### src/rtl/soc_pm_data_xfer_if.sv
// Request/response and pixel-matrix bus bundle for soc_pm_data_xfer.
// Parity lines exist only when SOC_PM_DATA_XFER_PARITY_EN is defined.
interface soc_pm_data_xfer_if #(
  parameter int DW   = 32,
  parameter int N_CH = 1,
  parameter int CW   = (N_CH > 1) ? $clog2(N_CH) : 1
) ();
  logic                 req_valid;
  logic                 req_ready;
  logic [DW-1:0]        req_data;
  logic [CW-1:0]        req_ch;
  logic                 rsp_valid;
  logic                 rsp_ready;
  logic [DW-1:0]        rsp_data;
  logic                 rsp_err;
  logic [N_CH*DW-1:0]   pm_din;
  logic [N_CH*DW-1:0]   pm_dout;
  logic [N_CH-1:0]      pm_strobe;
`ifdef SOC_PM_DATA_XFER_PARITY_EN
  logic [N_CH-1:0]      pm_din_par;
  logic [N_CH-1:0]      pm_dout_par;
`endif

  modport slave (
    input  req_valid, req_data, req_ch, rsp_ready, pm_dout,
`ifdef SOC_PM_DATA_XFER_PARITY_EN
    input  pm_dout_par,
    output pm_din_par,
`endif
    output req_ready, rsp_valid, rsp_data, rsp_err, pm_din, pm_strobe
  );

  modport master (
    output req_valid, req_data, req_ch, rsp_ready, pm_dout,
`ifdef SOC_PM_DATA_XFER_PARITY_EN
    output pm_dout_par,
    input  pm_din_par,
`endif
    input  req_ready, rsp_valid, rsp_data, rsp_err, pm_din, pm_strobe
  );
endinterface

### src/rtl/soc_pm_data_xfer.sv
// Pixel-matrix write/strobe/capture sequencer: one request drives a channel, pulses its strobe, reads back.
// Optional even-parity on the matrix bus is enabled by defining SOC_PM_DATA_XFER_PARITY_EN.
//
// state  | meaning
// IDLE   | req_ready=1, waiting for a request
// DRIVE  | pm_din for the target channel settles for one cycle
// STROBE | pm_strobe[ch] high for STB_CYCLES cycles
// SETTLE | wait SETTLE_CYCLES cycles (skipped when 0), then capture pm_dout
// RESP   | rsp_valid held until rsp_ready
module soc_pm_data_xfer #(
  parameter int DW            = 32,
  parameter int N_CH          = 1,
  parameter int STB_CYCLES    = 2,
  parameter int SETTLE_CYCLES = 1
) (
  input  logic                 clk,
  input  logic                 rst_n,
  soc_pm_data_xfer_if.slave    bus
);

  localparam int CW = (N_CH > 1) ? $clog2(N_CH) : 1;

  typedef enum logic [2:0] {IDLE, DRIVE, STROBE, SETTLE, RESP} state_t;

  state_t               r_state;
  logic [7:0]           r_cnt;
  logic [CW-1:0]        r_ch;
  logic                 r_legal;
  logic [N_CH*DW-1:0]   r_din;
  logic [N_CH-1:0]      r_strobe;
  logic                 r_ready;
  logic                 r_rsp_valid;
  logic [DW-1:0]        r_rsp_data;
  logic                 r_rsp_err;

  logic                 w_req_legal;
  logic [N_CH-1:0]      w_req_sel;
  logic [N_CH-1:0]      w_cur_sel;
  logic [DW-1:0]        w_dout_sel;
  logic                 w_rsp_err_nxt;

`ifdef SOC_PM_DATA_XFER_PARITY_EN
  logic [N_CH-1:0]      r_din_par;
  logic                 w_dout_par_sel;
  logic                 w_par_err;
`endif

  // Out-of-range channels select nothing, so capture yields zero and no strobe bit fires.
  always_comb begin
    w_req_legal = (32'(bus.req_ch) < 32'(N_CH));
    w_req_sel   = '0;
    w_cur_sel   = '0;
    w_dout_sel  = '0;
`ifdef SOC_PM_DATA_XFER_PARITY_EN
    w_dout_par_sel = 1'b0;
`endif
    for (int k = 0; k < N_CH; k++) begin
      if (w_req_legal && (bus.req_ch == CW'(k))) begin
        w_req_sel[k] = 1'b1;
      end
      if (r_legal && (r_ch == CW'(k))) begin
        w_cur_sel[k] = 1'b1;
        w_dout_sel   = bus.pm_dout[k*DW +: DW];
`ifdef SOC_PM_DATA_XFER_PARITY_EN
        w_dout_par_sel = bus.pm_dout_par[k];
`endif
      end
    end
`ifdef SOC_PM_DATA_XFER_PARITY_EN
    w_par_err     = r_legal && ((^w_dout_sel) != w_dout_par_sel);
    w_rsp_err_nxt = !r_legal || w_par_err;
`else
    w_rsp_err_nxt = !r_legal;
`endif
  end

  always_ff @(posedge clk or negedge rst_n) begin
    if (!rst_n) begin
      r_state     <= IDLE;
      r_cnt       <= 8'd0;
      r_ch        <= '0;
      r_legal     <= 1'b0;
      r_din       <= '0;
      r_strobe    <= '0;
      r_ready     <= 1'b1;
      r_rsp_valid <= 1'b0;
      r_rsp_data  <= '0;
      r_rsp_err   <= 1'b0;
`ifdef SOC_PM_DATA_XFER_PARITY_EN
      r_din_par   <= '0;
`endif
    end else begin
      case (r_state)
        IDLE: begin
          if (bus.req_valid) begin
            r_ch    <= bus.req_ch;
            r_legal <= w_req_legal;
            for (int k = 0; k < N_CH; k++) begin
              if (w_req_sel[k]) begin
                r_din[k*DW +: DW] <= bus.req_data;
`ifdef SOC_PM_DATA_XFER_PARITY_EN
                r_din_par[k] <= ^bus.req_data;
`endif
              end
            end
            r_ready <= 1'b0;
            r_cnt   <= 8'd0;
            r_state <= DRIVE;
          end
        end
        DRIVE: begin
          r_strobe <= w_cur_sel;
          r_cnt    <= 8'(STB_CYCLES - 1);
          r_state  <= STROBE;
        end
        STROBE: begin
          if (r_cnt == 8'd0) begin
            r_strobe <= '0;
            if (SETTLE_CYCLES == 0) begin
              r_rsp_data  <= w_dout_sel;
              r_rsp_err   <= w_rsp_err_nxt;
              r_rsp_valid <= 1'b1;
              r_cnt       <= 8'd0;
              r_state     <= RESP;
            end else begin
              r_cnt   <= 8'(SETTLE_CYCLES - 1);
              r_state <= SETTLE;
            end
          end else begin
            r_cnt <= r_cnt - 8'd1;
          end
        end
        SETTLE: begin
          if (r_cnt == 8'd0) begin
            r_rsp_data  <= w_dout_sel;
            r_rsp_err   <= w_rsp_err_nxt;
            r_rsp_valid <= 1'b1;
            r_state     <= RESP;
          end else begin
            r_cnt <= r_cnt - 8'd1;
          end
        end
        RESP: begin
          if (bus.rsp_ready) begin
            r_rsp_valid <= 1'b0;
            r_ready     <= 1'b1;
            r_cnt       <= 8'd0;
            r_state     <= IDLE;
          end
        end
        default: begin
          r_strobe    <= '0;
          r_rsp_valid <= 1'b0;
          r_ready     <= 1'b1;
          r_cnt       <= 8'd0;
          r_state     <= IDLE;
        end
      endcase
    end
  end

  assign bus.req_ready = r_ready;
  assign bus.rsp_valid = r_rsp_valid;
  assign bus.rsp_data  = r_rsp_data;
  assign bus.rsp_err   = r_rsp_err;
  assign bus.pm_din    = r_din;
  assign bus.pm_strobe = r_strobe;
`ifdef SOC_PM_DATA_XFER_PARITY_EN
  assign bus.pm_din_par = r_din_par;
`endif

endmodule

### src/flat_wrapper.sv
// flat-port wrapper written by rule: the top's interface ports become plain ports
module soc_pm_data_xfer_flat 
#(
  parameter int DW            = 32,
  parameter int N_CH          = 1,
  parameter int STB_CYCLES    = 2,
  parameter int SETTLE_CYCLES = 1
)
  (clk, rst_n, bus_req_valid, bus_req_data, bus_req_ch, bus_rsp_ready, bus_pm_dout, bus_req_ready, bus_rsp_valid, bus_rsp_data, bus_rsp_err, bus_pm_din, bus_pm_strobe);
  soc_pm_data_xfer_if #(.DW(DW), .N_CH(N_CH)) bus_i ();
  input  logic clk;
  input  logic rst_n;
  input wire logic [$bits(bus_i.req_valid)-1:0] bus_req_valid;
  input wire logic [$bits(bus_i.req_data)-1:0] bus_req_data;
  input wire logic [$bits(bus_i.req_ch)-1:0] bus_req_ch;
  input wire logic [$bits(bus_i.rsp_ready)-1:0] bus_rsp_ready;
  input wire logic [$bits(bus_i.pm_dout)-1:0] bus_pm_dout;
  output wire logic [$bits(bus_i.req_ready)-1:0] bus_req_ready;
  output wire logic [$bits(bus_i.rsp_valid)-1:0] bus_rsp_valid;
  output wire logic [$bits(bus_i.rsp_data)-1:0] bus_rsp_data;
  output wire logic [$bits(bus_i.rsp_err)-1:0] bus_rsp_err;
  output wire logic [$bits(bus_i.pm_din)-1:0] bus_pm_din;
  output wire logic [$bits(bus_i.pm_strobe)-1:0] bus_pm_strobe;
  assign bus_i.req_valid = bus_req_valid;
  assign bus_i.req_data = bus_req_data;
  assign bus_i.req_ch = bus_req_ch;
  assign bus_i.rsp_ready = bus_rsp_ready;
  assign bus_i.pm_dout = bus_pm_dout;
  assign bus_req_ready = bus_i.req_ready;
  assign bus_rsp_valid = bus_i.rsp_valid;
  assign bus_rsp_data = bus_i.rsp_data;
  assign bus_rsp_err = bus_i.rsp_err;
  assign bus_pm_din = bus_i.pm_din;
  assign bus_pm_strobe = bus_i.pm_strobe;
  soc_pm_data_xfer #(.DW(DW), .N_CH(N_CH), .STB_CYCLES(STB_CYCLES), .SETTLE_CYCLES(SETTLE_CYCLES)) u_core (.clk(clk), .rst_n(rst_n), .bus(bus_i));
endmodule
### config.mk
export PLATFORM = sky130hd
export DESIGN_NAME = soc_pm_data_xfer_flat
export DESIGN_NICKNAME = d
export VERILOG_FILES = /design/src/rtl/soc_pm_data_xfer_if.sv /design/src/rtl/soc_pm_data_xfer.sv /design/src/flat_wrapper.sv
export SDC_FILE = /design/constraint.sdc
export NUM_CORES = 1
export LEC_CHECK = 0
export ABC_CLOCK_PERIOD_IN_PS = 4800
export BUFFER_PORTS_ARGS = -buffer_cell sky130_fd_sc_hd__buf_4
export CAP_MARGIN = 20
export CELL_PAD_IN_SITES_DETAIL_PLACEMENT = 1
export CELL_PAD_IN_SITES_GLOBAL_PLACEMENT = 1
export CORE_MARGIN = 2
export CORE_UTILIZATION = 39
export DETAILED_ROUTE_END_ITERATION = 8
export PLACE_DENSITY = 0.81
export SLEW_MARGIN = 30
export SYNTH_ARGS = -nofsm -noshare
export SYNTH_HDL_FRONTEND = slang
export SYNTH_SLANG_ARGS = --single-unit
### constraint.sdc
create_clock -name clk -period 4.8 [get_ports clk]
set_input_delay 1.2 -clock clk [delete_from_list [all_inputs] [get_ports clk]]
set_output_delay 1.2 -clock clk [all_outputs]
set_load 0.01 [all_outputs]
[Word-level counts from Yosys, hierarchy flattened]
Index checks and enable logic that the tools add are counted.
Operators by class
  bitwise operators: 5
  reductions and logical operators: 16
  eq/ne operators: 9
  add/sub/neg operators: 1
  muxes and demuxes: 21
  shift operators: 0
  order comparisons: 1
  div/mod/pow operators: 0
  $mul: 0
Operators with widths (number)
  8-bit one-hot mux with 5 select lines: 1
  32-bit 2-to-1 mux: 1
  8-bit 2-to-1 mux: 4
  3-bit one-hot mux with 5 select lines: 1
  3-bit 2-to-1 mux: 4
  3-bit AND reduction: 4
  1-bit one-hot mux with 3 select lines: 3
  3-bit OR reduction: 3
  8-bit zero test: 1
  8-bit by 1-bit subtractor with 8-bit output, second input constant: 1
  1-bit 2-to-1 mux: 7
  3-bit by 2-bit equality test with 1-bit output, second input constant: 2
  2-bit != test, second input constant: 3
  2-bit AND reduction: 3
  1-bit inverter: 5
  2-bit by 1-bit != test with 1-bit output, second input constant: 2
  4-bit AND reduction: 1
  3-bit by 1-bit equality test with 1-bit output, second input constant: 1
  3-bit equality test, second input constant: 1
  3-bit zero test: 1
  1-bit logical AND: 2
  1-bit zero test: 1
  1-bit < comparator, second input constant: 1
Storage, ports and cells
  bits in latches: 0
  bits in read-only memories: 0
  word-level logic and storage cells: 63
  register bits: 81
  RAM bits: 0
  memories: 0
  input port bits: 69
  output and inout bits: 68

[Logic depth before layout (Yosys ltp)]
Gate-level depths: netlist (run 1).
  word-level depth: 4
  gate-level depth with buffers: 8
  depth with buffers taken out: 6

[Worst setup path before layout (run 1)]
OpenSTA, ideal clock, no wires.
  kind: input to register
  from: input bus_req_valid
  to: register u_core.r_cnt[4]
  data arrival time: 2.126 ns
  buffers on the path: 1
  required time: 4.721 ns
  library setup time: 0.079 ns
  stages on the path: 5
  slack: 2.595 ns
  path through: nand2b_4 -> and3_1 -> clkbuf_1 -> or4_1 -> a21oi_1
Between the ends
  cells in the longest elaborated chain, start to end: 2
RTL lines
  from (decl): RTL line flat_wrapper.sv:13  | input wire logic [$bits(bus_i.req_valid)-1:0] bus_req_valid;
  2-bit != test (no source line)
  3-bit AND reduction (no source line)
  to (signal assigned): RTL line soc_pm_data_xfer.sv:113  | r_cnt <= 8'(STB_CYCLES - 1);
  to (signal assigned): RTL line soc_pm_data_xfer.sv:126  | r_cnt <= 8'(SETTLE_CYCLES - 1);
  to (signal assigned): RTL line soc_pm_data_xfer.sv:130  | r_cnt <= r_cnt - 8'd1;
  to (decl): RTL line soc_pm_data_xfer.sv:26  | logic [7:0] r_cnt;
Every way passes these cells.
A chain may end at the register's enable or synchronous reset.

[Worst setup path in the final report (run 1)]
  from: input bus_req_valid
  to: register u_core.r_cnt[7]
Same word-level chain as after synthesis.

==> results of run 1 <==
-- critical path: stages --
cell	delay [ns]
buf_4	0.11
nand2b_4	0.07
and3_1	0.36
a31oi_1	0.60
a21oi_1	0.09
-- cells in the mapped netlist (2+ instances only) --
master and instances:
inv_1 5, nor2_1 7, buf_4 4, nand2_1 71, ha_1 2, a31oi_1 2, a21oi_1 10, mux2_2 31
dfrtp_1 80, nor3_1 2, buf_2 5, or3_1 3, o31ai_1 6, or4_1 6, mux2_1 2, nand3_1 35
nor2b_1 2, o21ai_0 6, clkbuf_1 8, buf_6 2
-- cells in the final DEF, fill, tap and decap left out, drive strengths merged, types with 2 or more instances in the layout --
| master | count |
|---|---|
| clkinv | 2 |
| nand3 | 35 |
| and3 | 2 |
| mux2 | 33 |
| ha | 2 |
| nor2 | 7 |
| a31oi | 2 |
| nor3 | 3 |
| buf | 139 |
| or4 | 6 |
| o21ai | 6 |
| clkinvlp | 2 |
| inv | 6 |
| nand2 | 71 |
| clkbuf | 10 |
| or3 | 3 |
| nor2b | 2 |
| a21oi | 10 |
| dfrtp | 80 |
| o31ai | 6 |
-- flip-flops by register name (all words and copies together), names as in the netlist --
register / flops
u_core.r_ch: 1
u_core.r_state: 3
u_core.r_legal: 1
u_core.bus.rsp_data: 32
u_core.bus.rsp_err: 1
u_core.bus.pm_din: 32
u_core.bus.pm_strobe: 1
u_core.bus.req_ready: 1
u_core.r_cnt: 8
u_core.bus.rsp_valid: 1
-- final cells by class --
| type | instances | area, sq um | share of cell area, % |
|---|---|---|---|
| sequential | 81 | 2030 | 43.7 |
| multi-input combinational | 199 | 1220 | 26.4 |
| timing repair buffer | 139 | 1050 | 22.5 |
| tap | 105 | 131 | 2.83 |
| clock buffer | 10 | 128 | 2.75 |
| clock inverter | 6 | 67.6 | 1.45 |
| inverter | 5 | 18.8 | 0.404 |
-- per-layer routing --
metal | vias up | GRT usage [%] | wire length [um]
met2 | 113 | 31.6 | 4310
li1 | 1298 | - | -
met1 | 1324 | 27.5 | 4160
met3 | 8 | 5.78 | 747
met4 | 0 | 5.20 | 88
met5 | - | 0 | 0
-- power by group --
group | switching (mW) | leakage (nW) | internal, mW
Sequential | 0.220 | 1.03 | 1.02
Combinational | 0.685 | 1.25 | 0.677
Clock | 0.253 | 0.0929 | 0.242
Total | 1.16 | 2.37 | 1.94
-- worst max path at each step --
stage                                 end  slack [ns]  depth (start not counted)                 start
after floorplan           u_core.r_cnt[4]        2.60                          5         bus_req_valid
after global placement    u_core.r_cnt[7]        2.30                          5         bus_req_valid
after detailed placement  u_core.r_cnt[7]        2.20                          5         bus_req_valid
after CTS                   bus_req_ready        2.57                          1  u_core.bus.req_ready
after global routing      u_core.r_cnt[4]        2.44                          5         bus_req_valid
final                     u_core.r_cnt[7]        2.57                          5         bus_req_valid
-- logic make-up (layout without fill, tap and decap cells) --
kind of cell,count (synthesis),after routing,synth area share [%]
AND/OR/NAND/NOR,135,135,18.9
flip-flops,81,81,60.2
multiplexers,33,33,11.0
adder cells (fa/ha/maj),2,2,0.742
AO/OA/AOI/OAI,29,29,5.38
buffers and inverters,24,160,3.75
==> flow_summary.ini, run 1 <==
[min_path]
min_from = u_core.bus.rsp_data[12]
worstHoldPathType = reg2reg
hold_end = u_core.bus.rsp_data[12]
whs_path_depth = 2

[drt]
wire_per_inst_um = 17.1
antenna_left = 0
firstDrtPassIters = 4
totalWireLength_mm = 9.31
via_per_inst = 5.03
vias = 2743
drc = 0
drt_iter0_drc = 86

[yosys]
syn_inst = 304
syn_area_per_cell_sq_um = 11.1
yosys_register_bits = 81
ys_warn_count = 0
synth_edf_count = 0
synth_flop_cell = dfrtp_1
ys_types = 35
syn-num-nets = 375
synth-async-reset-ratio_pct = 100
synth_top_cell_area_share_pct = 59.4
synthesis.area_sq_um = 3370
synth_top_area_cell = dfrtp_1
seq_area_frac_synth_pct = 60.2
synth_area_leaders = dfrtp_1 (59%), mux2_2 (10%), nand2_1 (7.9%)

[sta]
rsz0062_at_grt = false
setup_viol = 0
hold_slack_ns = 0.469
hold_violations = 0
fin_crit_sh_pct = 46.5
layout_setup_ws_ns = 2.57
setup-tns-final_ns = 0
slew_violations = 0
worst_pin_slew_ns = 0.850
relSlewSlack_pct = 43.1
period_minus_slack_ns = 2.23
skew_ns = 0.0114
max_freq_mhz = 448

[global_route]
grt_pass1_vias = 2900
overflow = 0
grt_max_degree = 82
grt_use_total_pct = 20.1
antenna_found_initial = 0
grt_pass1_wl_mm = 15.1

[floorplan]
core_sq_um = 8300
die_w_um = 97.0
boundaryPins = 137
die-area_sq_um = 9400
fp.dieH_um = 97.0
rows = 33
start_util_pct = 40.6

[worst_setup_path]
crit_path_end_kind = flop
required_ns = 5.00
r2r_setup_slack_ns = 2.67
crit_fanout = 18
reg2reg_to = u_core.bus.rsp_err
reg2reg_from = u_core.r_cnt[0]
crit_path_start_kind = input port
critical_path_class = in2reg
cp.arrival_ns = 2.43
r2r_cells = 7

[place]
dp_slack_ns = 2.20
place_area_sq_um = 4450
numPortBuffers = 136
dp_hpwl_mm = 6.60
gp_congestion = 0.787
dp.cells = 529

[clocking]
root_buffer = clkbuf_8
ctsHoldBuffers = 0
clk_pin_slew_ns = 0.08
cts_resized = 0
cts_tree = built
cts_made_buffers = 9
cts_sinks = 81
clk_latency_ns = 0.35
post_cts_buffers = 0
cts_max_path_buffers = 2
ctsHtreeMaxLevel = 3

[finish]
layout.nets = 506
area_growth_pct = 37.8
fin_util_pct = 56.0
antenna_cells = 0
fillCellCount = 935
stdcell_count = 545
final_area_sq_um = 4650
drive_gt1_share_pct = 43.6

[pwr]
power_mw = 3.09
ir_worst_vdd_v = 0.000252
leakage_nw = 2.37
powerDensity_nw_per_um2 = 666

[flow_run]
drv_cap = 0

[status]
status = finished, final reports clean
No activity file was read; power rests on OpenSTA's default activity.
==> inputs of run 2 (changes only) <==
--- a/config.mk
+++ b/config.mk
@@ -5,15 +5,15 @@
 export SDC_FILE = /design/constraint.sdc
 export NUM_CORES = 1
 export LEC_CHECK = 0
-export ABC_CLOCK_PERIOD_IN_PS = 4800
+export ABC_CLOCK_PERIOD_IN_PS = 2029
 export BUFFER_PORTS_ARGS = -buffer_cell sky130_fd_sc_hd__buf_4
 export CAP_MARGIN = 20
 export CELL_PAD_IN_SITES_DETAIL_PLACEMENT = 1
 export CELL_PAD_IN_SITES_GLOBAL_PLACEMENT = 1
 export CORE_MARGIN = 2
-export CORE_UTILIZATION = 39
+export CORE_UTILIZATION = 32
 export DETAILED_ROUTE_END_ITERATION = 8
-export PLACE_DENSITY = 0.81
+export PLACE_DENSITY = 0.71
 export SLEW_MARGIN = 30
 export SYNTH_ARGS = -nofsm -noshare
 export SYNTH_HDL_FRONTEND = slang
==> constraint.sdc (replaced) <==
create_clock -name clk -period 2.03 [get_ports clk]
set_input_delay 0.5075 -clock clk [delete_from_list [all_inputs] [get_ports clk]]
set_output_delay 0.5075 -clock clk [all_outputs]
set_load 0.01 [all_outputs]
==> run 2 against run 1 <==
  * Worst setup slack got worse by 2.4 ns
  * Final area rose by 3.4%
  * Cell count rose by 6.8%
  * Utilization fell by 9.2 points
  * Via count rose by 0.18%
  * Largest power group unchanged
  * Non-clock buffer count rose by 6
  * Critical path depth fell by 1
  * Die area rose by 21%
  * Power rose by 140%
  * Wire length fell by 4.1%
  * Global-route usage fell by 4.3 points
  * Highest routed layer unchanged
==> flow_summary.ini, run 2 (same netlist as run 1, synthesis figures left out) <==
[status]
status = finished, final reports clean

[pwr]
powerDensity_nw_per_um2 = 1570
power_mw = 7.55
ir_worst_vdd_v = 0.000573
leakage_nw = 2.44

[finish]
final-seq-area_sq_um = 2030
layout_common_cells = buf_4 (143), dfrtp_1 (80), nand2_1 (71), nand3_1 (35), mux2_2 (31)
layout_commonest_cell = buf_4
multi_input_area_sq_um = 1240
fillCellCount = 1190
area_growth_pct = 42.5
stdcell_count = 582
antenna_cells = 0
layout.nets = 512
final_area_sq_um = 4800
drive_gt1_share_pct = 44.4

[flow_run]
drv_cap = 0

[worst_setup_path]
reg2reg_to = u_core.r_cnt[7]
cp.arrival_ns = 2.13
slowest_stage = or4_1
required_ns = 2.28
r2r_cells = 4
reg2reg_from = u_core.r_state[2]
crit_path_start_kind = flop
critical_path_class = reg2reg
crit_path_max_incr_delay_ns = 0.55
crit_path_end_kind = flop
crit_fanout = 18
r2r_setup_slack_ns = 0.15
crit_chain = nand2b_4 > and3_1 > or4_1 > a21oi_1

[place]
dp_hpwl_mm = 6.66
numPortBuffers = 136
dp.cells = 566
place_area_sq_um = 4560
gp_congestion = 0.737

[drt]
drt_iter0_drc = 123
antenna_left = 0
totalWireLength_mm = 8.92
firstDrtPassIters = 4
vias = 2748
wire_per_inst_um = 15.3
drc = 0
via_per_inst = 4.72

[global_route]
grt_max_degree = 46
grt_pass1_vias = 2866
grt_pass1_wl_mm = 14.3
antenna_found_initial = 0
overflow = 0
grt_use_total_pct = 15.8

[clocking]
clk_pin_slew_ns = 0.08
ctsHoldBuffers = 0
cts_made_buffers = 9
clk_latency_ns = 0.33
cts_max_path_buffers = 2
cts_sinks = 81
cts_tree = built
root_buffer = clkbuf_8
post_cts_buffers = 0
ctsHtreeMaxLevel = 3

[sta]
worst_pin_slew_ns = 0.602
skew_ns = 0.00801
fin_crit_sh_pct = 92.4
setup-tns-final_ns = 0
setup_viol = 0
relSlewSlack_pct = 59.9
period_minus_slack_ns = 1.88
hold_violations = 0
slew_violations = 0
rsz0062_at_grt = false
max_freq_mhz = 533

[floorplan]
core_sq_um = 10300
fp.dieH_um = 107
die-area_sq_um = 11400
rows = 37
boundaryPins = 137
die_w_um = 107
start_util_pct = 32.8

[min_path]
worstHoldPathType = in2async
==> run 2: cell count changes in the layout (fill, tap and decap cells not counted), sizes merged <==
cell	delta
clkinvlp	-2
inv	-1
bufinv	+2
buf	+6
clkbuf	+1
==> run 2: worst max-delay path by stage <==
stage,to,depth (start not counted),from
2_1_floorplan,u_core.bus.pm_din[18],5,u_core.r_state[1]
3_3_place_gp,u_core.bus.rsp_data[10],7,u_core.r_cnt[0]
3_5_place_dp,u_core.bus.rsp_data[10],7,u_core.r_cnt[0]
4_1_cts,u_core.bus.rsp_data[8],5,u_core.r_cnt[3]
5_1_grt,u_core.bus.rsp_data[18],7,u_core.r_cnt[0]
6_report,u_core.r_cnt[7],4,u_core.r_state[2]
==> run 2: repair_timing <==
action / CTS / global route
resized for setup: 1 / 1
pin swaps: 0 / 0
endpoints found under the hold margin: 0 / 0
cloned: 0 / 0
endpoints found under the setup margin: 12 / 2
==> run 2: final cells by class <==
| type | count | area share, % |
|---|---|---|
| Sequential cell | 81 | 42.2 |
| Multi-Input combinational cell | 199 | 25.8 |
| Timing Repair Buffer | 145 | 23.2 |
| Tap cell | 136 | 3.54 |
| Clock buffer | 11 | 2.73 |
| Clock inverter | 5 | 2.16 |
| Inverter | 5 | 0.391 |
==> run 2: worst max-delay path, delay by kind of cell (launching register included) <==
family	cells	cell delay (ns)
DFF	1	0.51
AOI/OAI and AO/OA	1	0.15
and+or+nand+nor	3	1.14
==> run 2: through the flow <==
step | utilization [%] | hold slack, ns | setup slack (ns)
finish | 46.7 | 0.0248 | 0.154
detailed placement | 44.3 | 0.387 | -0.00731
floorplan | - | 0.212 | 0.271
CTS | 46.7 | 0.00999 | 0.117
global route | 46.7 | 0.00512 | 0.0130
global placement | 44.3 | 0.384 | 0.209
==> run 2: report_power, final <==
part	internal, mW	switching, mW
Clock	0.819	0.554
Combinational	1.67	1.60
Sequential	2.40	0.512
==> run 2: metal layers <==
metal	GRT usage [%]	vias up	part of all wire, %
met5	0	-	0
met1	20.2	1336	43
li1	-	1310	-
met2	26.4	97	49
met3	4.26	5	7.9
met4	4.17	0	0.59
==> inputs of run 3 (changes only) <==
--- a/config.mk
+++ b/config.mk
@@ -8,12 +8,10 @@
 export ABC_CLOCK_PERIOD_IN_PS = 2029
 export BUFFER_PORTS_ARGS = -buffer_cell sky130_fd_sc_hd__buf_4
 export CAP_MARGIN = 20
-export CELL_PAD_IN_SITES_DETAIL_PLACEMENT = 1
-export CELL_PAD_IN_SITES_GLOBAL_PLACEMENT = 1
 export CORE_MARGIN = 2
-export CORE_UTILIZATION = 32
+export CORE_UTILIZATION = 40
 export DETAILED_ROUTE_END_ITERATION = 8
-export PLACE_DENSITY = 0.71
+export PLACE_DENSITY = 0.67
 export SLEW_MARGIN = 30
 export SYNTH_ARGS = -nofsm -noshare
 export SYNTH_HDL_FRONTEND = slang
==> run 3 against run 2 <==
  * Sequential share of layout area is 0.40 points higher
  * Power is 1.7% lower
  * Clock-buffer cell count is the same
  * Register-to-register slack is essentially flat
  * Cell count decreased by 5.0%
  * Sequential cell count unchanged
  * Critical path type unchanged
  * Largest cell class unchanged
==> flow_summary.ini, run 3 (same netlist as run 1, synthesis figures left out) <==
[global_route]
antenna_found_initial = 0
grt_use_total_pct = 17.5
grt_max_degree = 40
grt_pass1_wl_mm = 12.3
overflow = 0
grt_pass1_vias = 2548

[min_path]
worstHoldPathType = in2async

[worst_setup_path]
endpoint = u_core.r_cnt[7]
crit_path_start_kind = flop
required_ns = 2.28
reg2reg_to = u_core.r_cnt[7]
crit_fanout = 18
crit_path_end_kind = flop
cp.arrival_ns = 2.14
critPathLaunch = u_core.r_state[2]
r2r_setup_slack_ns = 0.14
reg2reg_from = u_core.r_state[2]
critical_path_class = reg2reg
r2r_cells = 4

[place]
dp_slack_ns = 0.167
gp_congestion = 0.814
dp.cells = 537
numPortBuffers = 136
dp_hpwl_mm = 5.95
place_area_sq_um = 4530

[sta]
worst_pin_slew_ns = 0.581
setup_viol = 0
setup-tns-final_ns = 0
period_minus_slack_ns = 1.89
layout_setup_ws_ns = 0.141
fin_crit_sh_pct = 93.1
skew_ns = 0.0116
relSlewSlack_pct = 61.3
max_freq_mhz = 529
rsz0062_at_grt = false
hold_violations = 0
slew_violations = 0

[finish]
layout.nets = 514
area_growth_pct = 41.2
layout_commonest_cell = buf_4
layout_common_cells = buf_4 (145), dfrtp_1 (80), nand2_1 (71), nand3_1 (35), mux2_2 (31)
drive_gt1_share_pct = 44.6
fin_util_pct = 58.2
final-seq-area_sq_um = 2030
antenna_cells = 0
stdcell_count = 553
final_area_sq_um = 4760
multi_input_area_sq_um = 1220
fillCellCount = 708

[drt]
firstDrtPassIters = 4
drt_iter0_drc = 144
totalWireLength_mm = 7.89
drc = 0
antenna_left = 0
via_per_inst = 4.91
wire_per_inst_um = 14.3
vias = 2714

[clocking]
cts_made_buffers = 9
root_buffer = clkbuf_8
ctsHtreeMaxLevel = 3
cts_sinks = 81
cts_tree = built
post_cts_buffers = 0
clk_latency_ns = 0.34
cts_resized = 0
clk_pin_slew_ns = 0.08
cts_max_path_buffers = 2
ctsHoldBuffers = 0

[status]
status = finished, final reports clean

[pwr]
ir_worst_vdd_v = 0.000724
powerDensity_nw_per_um2 = 1560
leakage_nw = 2.44

[floorplan]
fp.dieH_um = 95.8
die-area_sq_um = 9180
start_util_pct = 41.2
rows = 33
die_w_um = 95.8
boundaryPins = 137
core_sq_um = 8180

[flow_run]
drv_cap = 0
-- run 3: changes by cell type in the layout (fill, tap and decap cells not counted), sizes merged --
cell | previous run | this run
inv | 5 | 6
buf | 145 | 147
bufinv | 3 | 2
-- run 3: how the worst min path moves through the flow --
stage                from                    end  slack, ns  cells past startpoint
floorplan           rst_n   u_core.bus.pm_din[0]       0.21                      0
detailed placement  rst_n  u_core.bus.pm_din[19]       0.44                      1
finish              rst_n  u_core.bus.pm_din[17]       0.07                      1
global placement    rst_n  u_core.bus.pm_din[11]       0.44                      1
CTS                 rst_n  u_core.bus.pm_din[19]       0.06                      1
global route        rst_n  u_core.bus.pm_din[23]       0.06                      1
-- run 3: routing by layer --
layer	up-vias	global-route usage [%]	share of wire, %
li1	1319	-	-
met1	1287	22.0	42
met2	106	28.8	48
met3	2	6.19	9.6
met4	0	4.76	0.19
met5	-	0	0
-- run 3: stage by stage --
step | hold slack [ns] | total power [mW]
final | 0.0654 | 7.43
after global routing | 0.0648 | 8.01
after CTS | 0.0623 | 7.53
after detailed placement | 0.441 | 6.21
after global placement | 0.439 | 6.10
after floorplan | 0.212 | 4.56
-- run 3: layout make-up --
cell class	count	area share, %
clock inverter	5	1.81
sequential	81	42.6
clock buffer	11	2.97
timing repair buffer	147	23.7
tap	105	2.76
inverter	5	0.394
multi-input combinational	199	25.7
-- run 3: critical path, stage by stage, from the launching register on --
cell and delay [ns]:
dfrtp_1 0.52, nand2b_4 0.22, and3_1 0.36, or4_1 0.53
a21oi_1 0.17
-- run 3: power by group --
group | total, mW | switching [mW] | internal (mW)
registers | 2.89 | 0.489 | 2.40
clock network | 1.31 | 0.577 | 0.736
logic | 3.22 | 1.55 | 1.67
